[config.mk]
export PLATFORM = sky130hd
export DESIGN_NAME = fetch_queue
export DESIGN_NICKNAME = d
export VERILOG_FILES = /design/src/rtl/fetch_queue_pkg.sv /design/src/rtl/fq_entry_store.sv /design/src/rtl/fetch_queue.sv
export SDC_FILE = /design/constraint.sdc
export NUM_CORES = 1
export LEC_CHECK = 0
export BUFFER_PORTS_ARGS = -buffer_cell sky130_fd_sc_hd__buf_2
export CAP_MARGIN = 20
export CORE_MARGIN = 2
export CORE_UTILIZATION = 55
export DETAILED_ROUTE_END_ITERATION = 7
export PLACE_DENSITY = 0.77
export RECOVER_POWER = 25
export SLEW_MARGIN = 30
export SYNTH_ARGS = -nofsm -noshare
export SYNTH_HDL_FRONTEND = slang
export SYNTH_SLANG_ARGS = --single-unit
[constraint.sdc]
create_clock -name clk -period 7.8 [get_ports clk]
set_input_delay 0.78 -clock clk [delete_from_list [all_inputs] [get_ports clk]]
set_output_delay 0.78 -clock clk [all_outputs]
set_load 0.02 [all_outputs]
[src/rtl/fetch_queue_pkg.sv]
`default_nettype none
// ============================================================================
//  Module      : fetch_queue_pkg
//  Description : Shared constants and types for the instruction fetch queue.
//                IM_ADDR_BIT mirrors the core-wide instruction-memory word
//                address width. FQ_DEPTH is the default queue depth for
//                top-level use. The fq_op_e type names the per-cycle queue
//                operation that drives the occupancy update.
//  Revision    : 1.0  initial release
// ============================================================================
package fetch_queue_pkg;

    localparam int IM_ADDR_BIT = 12;
    localparam int FQ_DEPTH    = 4;
    localparam int FQ_INST_W   = 32;

    // Per-cycle queue operation. The encoding is {pop, push}, so fq_op()
    // packs the two handshake results directly.
    typedef enum logic [1:0] {
        FQ_OP_IDLE = 2'd0,
        FQ_OP_PUSH = 2'd1,
        FQ_OP_POP  = 2'd2,
        FQ_OP_BOTH = 2'd3
    } fq_op_e;

    function automatic fq_op_e fq_op(input logic push, input logic pop);
        return fq_op_e'({pop, push});
    endfunction

endpackage
`default_nettype wire

[src/rtl/fq_entry_store.sv]
`default_nettype none
// ============================================================================
//  Module      : fq_entry_store
//  Description : DEPTH x WIDTH register array holding fetch-queue entries.
//                It has one synchronous write port and one asynchronous read
//                port. The data registers have no reset. Validity is tracked
//                entirely by the control logic in fetch_queue.
//  Ports       : clk        rising-edge clock
//                wr_en_i    write strobe
//                wr_addr_i  slot to write
//                wr_data_i  packed entry to write
//                rd_addr_i  slot to read (combinational)
//                rd_data_o  packed entry at rd_addr_i
//  Revision    : 1.0  initial release
// ============================================================================
module fq_entry_store #(
    parameter  int DEPTH = 4,
    parameter  int WIDTH = 8,
    localparam int AW    = $clog2(DEPTH)
) (
    input  logic             clk,
    input  logic             wr_en_i,
    input  logic [AW-1:0]    wr_addr_i,
    input  logic [WIDTH-1:0] wr_data_i,
    input  logic [AW-1:0]    rd_addr_i,
    output logic [WIDTH-1:0] rd_data_o
);

    logic [WIDTH-1:0] slot_q [DEPTH];

    always_ff @(posedge clk) begin
        if (wr_en_i) begin
            slot_q[wr_addr_i] <= wr_data_i;
        end
    end

    assign rd_data_o = slot_q[rd_addr_i];

endmodule
`default_nettype wire

[src/rtl/fetch_queue.sv]
`default_nettype none
// ============================================================================
//  Module      : fetch_queue
//  Description : Instruction fetch buffer between the PC/BHT stage and decode.
//                It captures {pc, pc_4, bht_hit, inst} once per accepted
//                fetch and presents the entries in order. The full output
//                back-pressures the PC stage. Asserting flush (a mispredict
//                redirect) discards every buffered entry.
//  Ports       : clk, rst        clock and synchronous active-high reset
//                en              global enable; 0 freezes all state
//                flush           discard all entries
//                in_*            fetch slot (valid, pc, pc_4, bht_hit, inst)
//                full            occupancy == DEPTH
//                out_ready       decode takes the head entry
//                out_valid       head entry present
//                out_*           head entry fields (zero when not valid)
//                count           occupancy
//  Revision    : 1.0  initial release
// ============================================================================
module fetch_queue
    import fetch_queue_pkg::*;
#(
    parameter  int ADDR_W = IM_ADDR_BIT,
    parameter  int INST_W = FQ_INST_W,
    parameter  int DEPTH  = FQ_DEPTH,
    localparam int PW     = $clog2(DEPTH),
    localparam int CW     = $clog2(DEPTH + 1)
) (
    input  logic              clk,
    input  logic              rst,
    input  logic              en,
    input  logic              flush,
    input  logic              in_valid,
    input  logic [ADDR_W-1:0] in_pc,
    input  logic [ADDR_W-1:0] in_pc_4,
    input  logic              in_bht_hit,
    input  logic [INST_W-1:0] in_inst,
    output logic              full,
    input  logic              out_ready,
    output logic              out_valid,
    output logic [ADDR_W-1:0] out_pc,
    output logic [ADDR_W-1:0] out_pc_4,
    output logic              out_bht_hit,
    output logic [INST_W-1:0] out_inst,
    output logic [CW-1:0]     count
);

    localparam int EW = 2 * ADDR_W + 1 + INST_W;

    // The pointers wrap by plain binary overflow, so the depth must be a
    // power of two.
    generate
        if ((DEPTH < 2) || ((DEPTH & (DEPTH - 1)) != 0)) begin : g_depth_check
            $error("fetch_queue: DEPTH must be a power of two and >= 2");
        end
    endgenerate

    logic [PW-1:0] wr_ptr_q, wr_ptr_d;
    logic [PW-1:0] rd_ptr_q, rd_ptr_d;
    logic [CW-1:0] count_q,  count_d;

    logic          push;
    logic          pop;
    logic          store_we;
    logic [EW-1:0] store_wdata;
    logic [EW-1:0] store_rdata;

    // Status is decoded only from the registered count. This keeps full
    // independent of out_ready and avoids any combinational in->out path.
    assign full      = (count_q == CW'(DEPTH));
    assign out_valid = (count_q != '0);

    assign push = in_valid & ~full;
    assign pop  = out_valid & out_ready;

    // Writes are suppressed whenever the control state would not record
    // them. Otherwise a dropped push could overwrite a live slot.
    assign store_we    = en & ~rst & ~flush & push;
    assign store_wdata = {in_pc, in_pc_4, in_bht_hit, in_inst};

    fq_entry_store #(
        .DEPTH (DEPTH),
        .WIDTH (EW)
    ) u_store (
        .clk       (clk),
        .wr_en_i   (store_we),
        .wr_addr_i (wr_ptr_q),
        .wr_data_i (store_wdata),
        .rd_addr_i (rd_ptr_q),
        .rd_data_o (store_rdata)
    );

    always_comb begin
        wr_ptr_d = wr_ptr_q;
        rd_ptr_d = rd_ptr_q;
        count_d  = count_q;
        if (en) begin
            if (flush) begin
                wr_ptr_d = '0;
                rd_ptr_d = '0;
                count_d  = '0;
            end else begin
                if (push) begin
                    wr_ptr_d = wr_ptr_q + PW'(1);
                end
                if (pop) begin
                    rd_ptr_d = rd_ptr_q + PW'(1);
                end
                unique case (fq_op(push, pop))
                    FQ_OP_PUSH: count_d = count_q + CW'(1);
                    FQ_OP_POP:  count_d = count_q - CW'(1);
                    default:    count_d = count_q;
                endcase
            end
        end
    end

    always_ff @(posedge clk) begin
        if (rst) begin
            wr_ptr_q <= '0;
            rd_ptr_q <= '0;
            count_q  <= '0;
        end else begin
            wr_ptr_q <= wr_ptr_d;
            rd_ptr_q <= rd_ptr_d;
            count_q  <= count_d;
        end
    end

    // Head data is masked when the queue is empty, so stale slot contents
    // never reach decode.
    always_comb begin
        out_pc      = '0;
        out_pc_4    = '0;
        out_bht_hit = 1'b0;
        out_inst    = '0;
        if (out_valid) begin
            {out_pc, out_pc_4, out_bht_hit, out_inst} = store_rdata;
        end
    end

    assign count = count_q;

    // Occupancy must match the pointer distance. When the queue is full,
    // the pointers have wrapped onto each other instead.
    always_ff @(posedge clk) begin
        if (!rst) begin
            if (count_q == CW'(DEPTH)) begin
                assert (wr_ptr_q == rd_ptr_q);
            end else begin
                assert (count_q == CW'(PW'(wr_ptr_q - rd_ptr_q)));
            end
        end
    end

endmodule
`default_nettype wire

After elaboration in Yosys (flattened, before gate mapping). Memories as Yosys holds them, arrays and structs flattened. A register that Yosys moved wholly into a read port is not among the register bits. Cells that the tools add are included.

$add $sub $neg: 4. Multipliers: 0. Divide/modulo/power cells: 0. $lt $le $gt $ge: 0. Eq/ne operators: 3. Shift operators: 0. Mux-type cells: 14. Bitwise operators: 8. Reduce and logical (&&, ||, !) cells: 7.

Operator list (number): two-way mux 32 bit (1); two-way mux 12 bit (2); two-way mux 2 bit (6); case mux 3 bit (2 select lines) (1); AND reduction 2 bit (3); nonzero test 3 bit (2); AND 1 bit (5); adder 2 x 1 -> 2 bit (second input constant) (2); nonzero test 2 bit (2); adder 3 x 1 -> 3 bit (second input constant) (1); == test 3 bit (second input constant) (1); two-way mux 1 bit (3); two-way mux 3 bit (1); inverter 1 bit (3); subtractor 3 x 1 -> 3 bit (second input constant) (1); == test 2 x 1 -> 1 bit (second input constant) (1); == test 2 bit (second input constant) (1).

Flip-flop bits (word level): 7. Bits in latches: 0. Memory bits (writable): 228. Bits in read-only memories: 0. Input bits: 63. Output and inout bits: 62. Logic and storage cells: 40. Memories: 1.

Memory list: u_store.slot_q (depth 4, width 57, read ports 1, clocked after Yosys merged registers in 1, write ports 1, RTL line fq_entry_store.sv:29) `logic [WIDTH-1:0] slot_q [DEPTH];`.

Depth between registers and ports, before layout.
Depth in word-level cells: 6. Depth in mapped cells: 7. Mapped depth without buffers: 6.

Hierarchy. A second synthesis with hierarchy kept.

Cell total of the unflattened synthesis: 424. Area, all modules: 9122.5 µm².

By module, submodules not included: fq_entry_store (times used 1, cells an instance 301, area an instance 8249.2 µm², seq. area each 6846.6 µm²); fetch_queue (times used 1, cells an instance 123, area an instance 873.3 µm², seq. area each 140.1 µm²).

Least setup slack after synthesis. Ideal clock, no wire load.

Path kind: input port to flip-flop. From: input port flush. To: memory u_store.slot_q[0][0] (netlist name), enable pin. Setup time: 0.421 ns. Arrival time: 2.656 ns. Required time: 7.379 ns. Slack: 4.723 ns. Stages: 3. Path buffers: 0. Cell sequence: nand2b_1 -> nor3b_1 -> and2_1.

Cells in the longest elaborated chain, start to end: 5.

Ends and longest elaborated chain: start: declaration (RTL line fetch_queue.sv:32) `input logic flush,`; inverter 1 bit (RTL line fetch_queue.sv:78) `assign store_we = en & ~rst & ~flush & push;`; AND 1 bit (2 in series) (RTL line fetch_queue.sv:78); two-way mux 1 bit (RTL line fq_entry_store.sv:32) `if (wr_en_i) begin`; two-way mux 1 bit (not written as such) (RTL line fq_entry_store.sv:33) `slot_q[wr_addr_i] <= wr_data_i;`; end: declaration (RTL line fq_entry_store.sv:29).

No other way between the ends.

==> metrics <==
EDFF count, synth 228; total grt overflow 0; Post-CTS Resized 0; CTS buffer count 23; synth unique cells 37; largest net degree at the start of global routing 58; FF-to-FF End u_store.slot_q[2][36]$_DFFE_PP_; placed cells 752; initial antenna violation count 0; YS warnings 0; core area 16,500 um^2; register-to-register path setup slack 5260 ps; Die H 133 um; Sum Neg Setup Slack 0 ps; WS Path Type reg2out; Skew-Pair Late Insertion Delay 500 ps; drt pass-1 iters 7; die area 17,800 um^2; antenna-violating nets left 0; vias in the first global route 4,890; total track usage 19.6%; DR iter-0 viols 308; Total Wirelength 16.6 mm; worst vdd ir 200 uV; post-layout min period 3300 ps; Reg clk slew, reported paths 60 ps; Synth Register Bits 237; clk buf depth 3; ANT cells 0; CTS root buffer clkbuf_16; Initial Util 55.8%; TritonCTS clock tree built; f_max 0.303 GHz; Slew Limit Fails 0; Worst Reg2Reg Path Length in Cells 4; # setup viols final 0; Seq/Total Area, Yosys 76.5%; status finished, final reports clean; syn avg cell area 21.6 um^2; Static Leak 3.62 nW; Hold Path Stages 1; die width 133 um; data required time of the worst path 7020 ps; area grow syn2layout 16.0%; share of the clock period used by the worst path 42.3%; MaxCap Viol Count 0; pwr/cell area 234 nW/um^2; worst-path fanout max 51; clock sinks 237; Final Hold Viols 0; gpl congestion 0.672; IO Count 125; number of cell rows 47; Clock Skew 14.6 ps; # port buffers 124; Finished Layout Cells 794; Synth Flop Type edfxtp_1; Post-Syn Area 9190 um^2; Vias 4,478; async set or reset register ratio after synthesis 0%; post-CTS setup buffers 0; drt drc 0; unrepaired setup endpoints after global routing false; Mapped Cells 426; mean routed wirelength per cell 20.9 um; Hold Path Class in2reg; first-pass GRT wire length 26.6 mm; critical path arrival 2520 ps; Layout Nets 625; worst-margin pin slew 902 ps; vias per cell 5.64; share of cells above drive strength 1 32.8%; end of the critical path out_pc_4[6]; H-tree Lvls 1; synthesized net count 494; Critical Path Source Type flop; Critical Path End Type primary output; Worst R2R Start count[0]$_SDFFE_PP0P_; # fillers 1,130; Max-slew headroom 39.9%; Hold Buf Count CTS 0; placed wire-length estimate 9.41 mm
## logic make-up after synthesis
family | after synthesis | share of synthesized area (%)
flops | 237 | 76.5
fa+ha+maj | 5 | 0.763
mux | 59 | 14.2
xor+xnor | 2 | 0.191
simple gates | 83 | 5.64
compound gates | 14 | 1.18
buf+inv | 26 | 1.55
## per-stage QoR
step                      hold WS [ps]  setup WS (ps)  util (%)  total power [mW]  cell area [um^2]
after floorplan                    473           4720         -              1.47              9190
after global placement             494           4710      60.7              1.51              9990
after detailed placement           516           4870      60.9              1.52             10000
after CTS                          472           4410      65.0              2.52             10700
after global routing               491           4300      64.7              2.58             10700
final                              491           4500      64.7              2.50             10700
## placed cells by master (no fill, tap or decap), types with 2 or more instances in the layout
cell,synthesis,routed
and2_1,61,57
a32o_1,2,2
ha_1,4,4
clkbuf_1,7,44
and2_4,1,5
inv_1,5,5
nand2_1,2,2
or3_1,3,2
nor3b_1,2,2
a211o_1,2,2
nor2_1,4,4
or3b_1,2,2
clkbuf_16,0,23
xor2_1,2,2
dfxtp_1,9,7
clkinv_2,0,4
clkinv_1,0,5
edfxtp_1,228,228
buf_2,9,88
o211ai_1,2,2
nor3_1,2,2
a21oi_1,2,2
mux4_2,57,57
## cells in the mapped netlist (2+ instances only)
master / number / area, um^2
a211o_1: 2 / 17.5
a21oi_1: 2 / 10.0
a32o_1: 2 / 20.0
and2_1: 61 / 382
buf_2: 9 / 45.0
buf_6: 4 / 45.0
clkbuf_1: 7 / 26.3
dfxtp_1: 9 / 180
edfxtp_1: 228 / 6850
ha_1: 4 / 50.1
inv_1: 5 / 18.8
mux4_2: 57 / 1280
nand2_1: 2 / 7.51
nor2_1: 4 / 15.0
nor3_1: 2 / 10.0
nor3b_1: 2 / 15.0
o211ai_1: 2 / 15.0
or3_1: 3 / 18.8
or3b_1: 2 / 17.5
xor2_1: 2 / 17.5
## final cells by class
type	instances	area (um^2)	area share, %
Timing Repair Buffer	127	622	5.83
Inverter	5	18.8	0.176
Clock inverter	11	77.6	0.728
Multi-Input combinational cell	163	2030	19.0
Sequential cell	237	7030	66.0
Tap cell	220	275	2.58
Clock buffer	31	606	5.68
## flip-flops by register name, summed over array words and instances, names as in the netlist, named ones only
signal          cells
rd_ptr_q            2
wr_ptr_q            2
count               3
u_store.slot_q    228
## worst max-delay path: stages (launching register included)
cell,delay [ps]
dfxtp_4,430
buf_6,560
mux4_2,580
and2_1,190
buf_2,160
## routing by layer
| metal | share of wire, % | track usage (%) |
|---|---|---|
| met1 | 39 | 25.1 |
| met2 | 51 | 33.8 |
| met5 | 0 | 0 |
| met4 | 1.5 | 4.79 |
| met3 | 8.2 | 5.40 |
## power by group
group	internal (mW)	switching, mW
combinational	0.0323	0.0525
clock	0.577	0.432
sequential	1.40	0.00282
## worst min-delay path by stage
stage | start | endpoint | slack, ps
3_5_place_dp | rd_ptr_q[1]$_SDFFE_PP0P_ | flop | 520
4_1_cts | in_inst[31] | u_store.slot_q[0][31]$_DFFE_PP_ | 470
6_report | in_inst[24] | u_store.slot_q[1][24]$_DFFE_PP_ | 490
3_3_place_gp | rd_ptr_q[1]$_SDFFE_PP0P_ | flop | 490
5_1_grt | in_bht_hit | u_store.slot_q[3][32]$_DFFE_PP_ | 490
2_1_floorplan | rd_ptr_q[1]$_SDFFE_PP0P_ | flop | 470
(Power assumes the default switching activity.)
